**src/rtl/ctrl_spi_slave.sv**
```systemverilog
// SPI mode-3 slave, fully oversampled in the clk domain.
// Received bytes go to a small FWFT RX FIFO; a one-byte holding register supplies replies.
module ctrl_spi_slave #(
  parameter int unsigned RX_FIFO_AW = 2
) (
  input  logic       clk,
  input  logic       rst_n,
  input  logic       spi_cs_n,
  input  logic       spi_clk,
  input  logic       spi_si,
  output logic       spi_so,
  output logic       spi_so_oe,
  output logic [7:0] rx_dat,
  output logic       rx_vld,
  input  logic       rx_rdy,
  input  logic [7:0] tx_dat,
  input  logic       tx_we,
  output logic       tx_full,
  output logic       ovf,
  input  logic       ovf_clr,
  output logic       busy
);

  localparam int unsigned Depth = 2 ** RX_FIFO_AW;
  localparam logic [RX_FIFO_AW:0] DepthCnt = (RX_FIFO_AW + 1)'(Depth);
  localparam logic [RX_FIFO_AW:0] CntOne = 1;
  localparam logic [RX_FIFO_AW-1:0] PtrOne = 1;

  logic [2:0] cs_sync_q, sck_sync_q;
  logic [1:0] si_sync_q, live_q;
  logic       armed_q, busy_q, so_q;
  logic [2:0] bit_cnt_q;
  logic [7:0] so_shift_q, tx_hold_q;
  logic [6:0] rx_shift_q;
  logic       tx_full_q, ovf_q;
  logic [RX_FIFO_AW-1:0] wr_ptr_q, rd_ptr_q;
  logic [RX_FIFO_AW:0]   cnt_q;
  logic [7:0] mem [Depth];

  logic cs_fall, cs_rise, sck_rise, sck_fall, si, act;
  logic load, push_req, push_ok, pop, fifo_full;

  always_comb begin
    // A select only counts once CS has been seen high after reset.
    cs_fall   = cs_sync_q[2] & ~cs_sync_q[1] & armed_q;
    cs_rise   = ~cs_sync_q[2] & cs_sync_q[1];
    sck_rise  = ~sck_sync_q[2] & sck_sync_q[1];
    sck_fall  = sck_sync_q[2] & ~sck_sync_q[1];
    si        = si_sync_q[1];
    act       = busy_q & ~cs_rise;
    load      = act & sck_fall & (bit_cnt_q == 3'd0);
    push_req  = act & sck_rise & (bit_cnt_q == 3'd7);
    fifo_full = (cnt_q == DepthCnt);
    pop       = rx_vld & rx_rdy;
    push_ok   = push_req & (~fifo_full | pop);
  end

  always_ff @(posedge clk or negedge rst_n) begin
    if (!rst_n) begin
      cs_sync_q  <= 3'b111;
      sck_sync_q <= 3'b111;
      si_sync_q  <= 2'b11;
      live_q     <= 2'b00;
      armed_q    <= 1'b0;
      busy_q     <= 1'b0;
      so_q       <= 1'b1;
      bit_cnt_q  <= 3'd0;
      so_shift_q <= 8'hFF;
      rx_shift_q <= 7'd0;
    end else begin
      cs_sync_q  <= {cs_sync_q[1:0], spi_cs_n};
      sck_sync_q <= {sck_sync_q[1:0], spi_clk};
      si_sync_q  <= {si_sync_q[0], spi_si};
      live_q     <= {live_q[0], 1'b1};
      if (live_q[1] && cs_sync_q[1]) armed_q <= 1'b1;
      if (cs_fall) begin
        busy_q     <= 1'b1;
        bit_cnt_q  <= 3'd0;
        so_shift_q <= 8'hFF;
        so_q       <= 1'b1;
      end else if (cs_rise) begin
        busy_q    <= 1'b0;
        bit_cnt_q <= 3'd0;
        so_q      <= 1'b1;
      end else if (busy_q) begin
        if (sck_fall) begin
          if (bit_cnt_q == 3'd0) so_shift_q <= tx_full_q ? tx_hold_q : 8'hFF;
          else                   so_shift_q <= {so_shift_q[6:0], 1'b1};
        end
        if (sck_rise) begin
          rx_shift_q <= {rx_shift_q[5:0], si};
          bit_cnt_q  <= bit_cnt_q + 3'd1;
        end
        so_q <= so_shift_q[7];
      end else begin
        so_q <= 1'b1;
      end
    end
  end

  // Byte-start load sees the pre-write holding state; a write on that cycle only lands if empty.
  always_ff @(posedge clk or negedge rst_n) begin
    if (!rst_n) begin
      tx_full_q <= 1'b0;
      tx_hold_q <= 8'hFF;
      ovf_q     <= 1'b0;
    end else begin
      if (load && tx_full_q) begin
        tx_full_q <= 1'b0;
      end else if (tx_we && !tx_full_q) begin
        tx_hold_q <= tx_dat;
        tx_full_q <= 1'b1;
      end
      if (push_req && !push_ok) ovf_q <= 1'b1;
      else if (ovf_clr)         ovf_q <= 1'b0;
    end
  end

  always_ff @(posedge clk or negedge rst_n) begin
    if (!rst_n) begin
      wr_ptr_q <= '0;
      rd_ptr_q <= '0;
      cnt_q    <= '0;
    end else begin
      if (push_ok) wr_ptr_q <= wr_ptr_q + PtrOne;
      if (pop)     rd_ptr_q <= rd_ptr_q + PtrOne;
      if (push_ok && !pop)      cnt_q <= cnt_q + CntOne;
      else if (!push_ok && pop) cnt_q <= cnt_q - CntOne;
    end
  end

  always_ff @(posedge clk) begin
    if (push_ok) mem[wr_ptr_q] <= {rx_shift_q, si};
  end

  assign rx_dat    = mem[rd_ptr_q];
  assign rx_vld    = (cnt_q != '0);
  assign spi_so    = so_q;
  assign spi_so_oe = busy_q;
  assign busy      = busy_q;
  assign tx_full   = tx_full_q;
  assign ovf       = ovf_q;

endmodule

```
**config.mk**
```make
export PLATFORM = sky130hd
export DESIGN_NAME = ctrl_spi_slave
export DESIGN_NICKNAME = d
export VERILOG_FILES = /design/src/rtl/ctrl_spi_slave.sv
export SDC_FILE = /design/constraint.sdc
export NUM_CORES = 1
export LEC_CHECK = 0
export ABC_AREA = 1
export BUFFER_PORTS_ARGS = -buffer_cell sky130_fd_sc_hd__buf_2
export CORE_ASPECT_RATIO = 0.6
export CORE_UTILIZATION = 60
export CTS_CLUSTER_DIAMETER = 120
export DETAILED_ROUTE_END_ITERATION = 7
export PLACE_DENSITY = 0.8
export SYNTH_ARGS = -nofsm -noshare
export SYNTH_HDL_FRONTEND = slang
export SYNTH_SLANG_ARGS = --single-unit
```
**constraint.sdc**
```tcl
create_clock -name clk -period 3.2 [get_ports clk]
set_input_delay 0.16 -clock clk [delete_from_list [all_inputs] [get_ports clk]]
set_output_delay 0.16 -clock clk [all_outputs]
set_load 0.005 [all_outputs]
```
Yosys cells after proc, flatten, opt, wreduce, memory -nomap -nowiden
Memories as Yosys holds them, arrays and structs flattened.
Cells that the tools add are included.
Operators by class
  equality and inequality tests: 3
  reduce and logical (&&, ||, !) cells: 23
  muxes and demuxes: 23
  add/subtract/negate cells: 5
  bitwise logic cells: 21
Operator list (count)
  8-bit 2-to-1 mux: 6
  3-bit 2-to-1 mux: 6
  1-bit bitwise AND: 12
  2-bit nonzero test: 6
  1-bit 2-to-1 mux: 11
  3-bit nonzero test: 3
  1-bit inverter: 8
  3-bit by 1-bit adder with 3-bit output (second input constant): 2
  3-bit == test (second input constant): 2
  1-bit logical AND: 6
  2-bit by 1-bit adder with 2-bit output (second input constant): 2
  2-bit AND reduction: 2
  4-bit AND reduction: 1
  1-bit logical NOT: 3
  3-bit logical NOT: 1
  3-bit AND reduction: 1
  3-bit by 1-bit subtractor with 3-bit output (second input constant): 1
  2-bit != test (second input constant): 1
  1-bit bitwise OR: 1
Word-level totals
  RAM bits: 32
  flip-flop bits (word level): 48
  output and inout port bits: 14
  memories kept: 1
Memory list
  mem: words 4, bits a word 8, read ports 1, clocked after Yosys merged registers in 0, wr ports 1, RTL line 38  | logic [7:0] mem [Depth];

Logic depth before layout (Yosys ltp)
  depth after elaboration: 11
  mapped depth: 13
  mapped depth without buffers: 13

Least setup slack after synthesis
OpenSTA, ideal clock, no wires.
  kind: register to register
  start: register bit_cnt_q[0]
  end: register cnt_q[1]
  buffers on the path: 0
  setup slack: 1182 ps
  data required time: 3075 ps
  arrival time: 1893 ps
  cell stages (with the launch flop): 11
  clock period less this slack: 2018 ps
  path through: dfrtp_1 ha_1 ha_1 inv_1 nor2_1 nand3_4 inv_1 ha_1 inv_1 fa_1 mux2_2
Between the ends
  cells in the longest elaborated chain, start to end: 6
  elaborated cells between the ends (all ways): 8
RTL lines
  start: declaration: RTL line 32  | logic [2:0] bit_cnt_q;
  start signal: assignment: RTL line 92  | bit_cnt_q <= bit_cnt_q + 3'd1;
  3-bit == test *: RTL line 52  | push_req = act & sck_rise & (bit_cnt_q == 3'd7);
  1-bit bitwise AND *: RTL line 52
  1-bit bitwise AND *: RTL line 55  | push_ok = push_req & (~fifo_full | pop);
  net push_ok: RTL line 41  | logic load, push_req, push_ok, pop, fifo_full;
  1-bit logical NOT: RTL line 128  | else if (!push_ok && pop) cnt_q <= cnt_q - CntOne;
  1-bit logical AND: RTL line 128
  2-bit nonzero test (no line)
  end signal: assignment: RTL line 127  | if (push_ok && !pop) cnt_q <= cnt_q + CntOne;
  end signal: assignment: RTL line 128
  end: declaration: RTL line 37  | logic [RX_FIFO_AW:0] cnt_q;
Mark *: on every way through the listed nets, which the timed path passes. The rest lies on a longest branch.
A chain may end at the register's enable or synchronous reset.

Worst setup path in the final report
Same ends and word-level chain as after synthesis.

==> key figures <==
Critical path
  – Setup CP Type: reg2reg
  – Crit. End Element: flop
  – Arr. time, crit path: 2.45 ns
  – Slowest stage delay, CP: 0.44 ns
  – Buffers and inverters on the worst path: 3
  – Req. time, crit path: 3.43 ns
  – Crit path launch type: flop
  – Crit path cell chain: ha_1, ha_1, inv_1, nor2_1, nand3_4, inv_1, ha_1, inv_1, fa_1, mux2_2
  – Slowest cell on the critical path: fa_1
  – Crit path max-delay family: adder cells
  – Critical Path Fanout Max: 7

Place
  – Final HPWL DP: 4230 um
  – Dpl cell area: 0.00364 mm2
  – I/O Buffers: 29
  – Setup slack after placement: 1.00 ns
  – RD Place Congestion: 0.789

Die
  – Site Rows: 20
  – IO Pins: 30
  – Core area: 0.00528 mm2
  – Total die area: 0.00607 mm2
  – Die X: 99.9 um
  – Starting density of the core: 0.653
  – Die span in y: 60.7 um

Timing
  – Normalized max-slew margin: 0.350
  – Max Clk Rate: 449 MHz
  – Max-slew violations: 0
  – Skew final: 0.00478 ns
  – Setup TNS: 0 ns
  – Setup violation total in the final timing report: 0
  – Final worst path period need: 2.22 ns
  – Setup slack after layout: 0.975 ns
  – RSZ-0062 raised after global routing: no
  – Final hold vios: 0
  – Final Cycle Share: 0.695
  – Slew @ Worst Pin: 0.975 ns

Pwr
  – PD cells: 729 mW/mm2
  – Clock share of power: 0.247
  – Internal Dissipation: 1.91 mW
  – Gate power share: 0.232
  – P_sw: 921 uW
  – Leak: 1.76 nW
  – Sw frac: 0.325
  – Register share of total power: 0.521
  – Peak supply drop: 0.405 mV

CTS
  – Clock Root Buffer: clkbuf_8
  – Worst-path clk slew: 0.08 ns
  – Cts hold-fix bufs: 5
  – H-tree depth: 3
  – Gates resized, CTS repair: 0
  – CTS buffer count: 9
  – Max clock buf depth: 2
  – CTS tree: built
  – CTS Sinks: 80
  – Post-CTS Setup Inserts: 0
  – Worst skew pair latency: 0.34 ns

Finish
  – Final core utilization: 0.736
  – Ant. Diodes: 0
  – Total Nets Final: 386
  – Design area: 0.00389 mm2
  – Highest-count cells in the layout ignoring fill and taps: 87 x nand2_1, 35 x nor2_1, 32 x edfxtp_1
  – Area Growth Syn to Fin: 12.7%
  – Layout cells sized above 1: 0.240
  – Most common cell after layout, fill and taps aside: nand2_1

Logic synthesis
  – Post-Syn Area: 0.00345 mm2
  – Syn_area_per_cell: 10.7 um2
  – Register bit total from synthesis: 80
  – Post-synth cell types: 27
  – Synth Instances: 323
  – Sequential cell area fraction in the yosys report: 0.636
  – Syn_nets: 348
  – Synth warn: 0

Global route
  – Initial antenna violation count: 0
  – First-pass GRT wire length: 9990 um
  – Vias in the first global route: 2,047
  – Largest net degree at the start of global routing: 47
  – Gr ovfl total: 0
  – Total track usage: 0.231

Outcome
  – Outcome: finished clean

Drt
  – Top Metal Used: met4
  – Antenna-violating nets left: 0
  – Vias/cell: 5.00
  – First-pass iteration count of the detailed router: 4
  – WL/cell: 13.7 um
  – Met1 Wirelength: 3180 um
  – Iteration-0 DRC count of the detailed router: 174
  – Met2 routed wirelength: 2480 um
  – Via count: 2,213
  – DRC violations left: 0
  – Final wirelength: 6050 um
  – Met3 WL: 368 um

Run
  – Number of max-cap violations: 0

Min path
  – Hold WC Path Type: in2reg
## area by class of cell
type                    count  area, um2
clock buffers              10        149
clock inverters             6       47.5
fillers                   377       1390
inverters                  32        120
multi-input cells         203       1080
flip-flops and latches     80       2190
well taps                  77       96.3
repair buffers             35        203
## per-layer routing
layer / vias up / track usage
li1: 1121 / -
met1: 1029 / 0.348
met4: 0 / 0.0882
met5: - / 0
met2: 61 / 0.311
met3: 2 / 0.0772
## synth_stat cells
library cell	count	area, um2
nor2_8	1	20.0
nand2_1	87	327
ha_1	8	100
mux2_2	1	11.3
edfxtp_1	32	961
dfstp_2	25	657
fa_1	1	20.0
xnor2_1	2	17.5
inv_2	3	11.3
conb_1	1	3.75
dfrtp_1	23	576
inv_1	29	109
a21oi_1	7	35.0
o21ai_0	19	95.1
nand3b_1	2	15.0
nor2_1	35	131
xor2_1	2	17.5
nor2_2	2	12.5
nand3_1	17	85.1
buf_4	5	37.5
nand2_2	1	6.26
nand3_4	5	87.6
buf_2	2	10.0
nand2_4	3	33.8
buf_6	1	11.3
o22ai_1	8	50.1
a21o_2	1	8.76
## cells by family after synthesis
kind of cell,after synthesis,share of synthesized area
AO/OA/AOI/OAI,35,0.0548
XOR/XNOR,4,0.0102
adder cells (fa/ha/maj),9,0.0348
buffers and inverters,40,0.0519
flip-flops,80,0.636
multiplexers,1,0.00326
other,1,0.00109
AND/OR/NAND/NOR,153,0.208
## worst reg2reg max path: stages (launching register included)
cell and delay [ns]:
dfrtp_1 0.37, ha_1 0.17, ha_1 0.17, inv_1 0.05, nor2_1 0.20, nand3_4 0.14
inv_1 0.08, ha_1 0.16, inv_1 0.06, fa_1 0.44, mux2_2 0.28
## path summary, 6_finish.rpt
check | from | to | slack, ns | cells past startpoint
hold / removal | tx_dat[0] | tx_hold_q[0]$_DFFE_PN1P_ | 0.03 | 3
setup / recovery | bit_cnt_q[0]$_DFFE_PN0P_ | cnt_q[1]$_DFFE_PN0P_ | 0.98 | 10
min in group asynchronous | rst_n | live_q[0]$_DFF_PN0_ | 0.51 | 2
setup reg to reg | bit_cnt_q[0]$_DFFE_PN0P_ | cnt_q[1]$_DFFE_PN0P_ | 0.98 | 10
max in group asynchronous | rst_n | so_shift_q[7]$_DFFE_PN1P_ | 1.98 | 3
hold reg to reg | live_q[0]$_DFF_PN0_ | live_q[1]$_DFF_PN0_ | 0.35 | 0
## through the flow
stage | hold slack (ns) | total power, mW | instances
2_1_floorplan | -0.136 | 1.93 | 323
3_3_place_gp | 0.265 | 2.11 | 422
3_5_place_dp | 0.266 | 2.14 | 422
4_1_cts | 0.0188 | 2.85 | 443
5_1_grt | 0.0370 | 3.02 | 443
6_report | 0.0331 | 2.83 | 443
## power by group through the flow
stage               Sequential (mW)  Combinational (mW)  Clock (mW)
finish                         1.48               0.656       0.700
detailed placement             1.49               0.646           0
global placement               1.49               0.623           0
floorplan                      1.40               0.531           0
CTS                            1.47               0.660       0.720
global route                   1.50               0.750       0.764
## flip-flops by register name, indices dropped and copies added (netlist names), 3 cells and up
signal,count
bit_cnt_q,3
cnt_q,3
cs_sync_q,3
mem,32
rx_shift_q,7
sck_sync_q,3
so_shift_q,8
tx_hold_q,8
No activity file was read; power rests on OpenSTA's default activity.
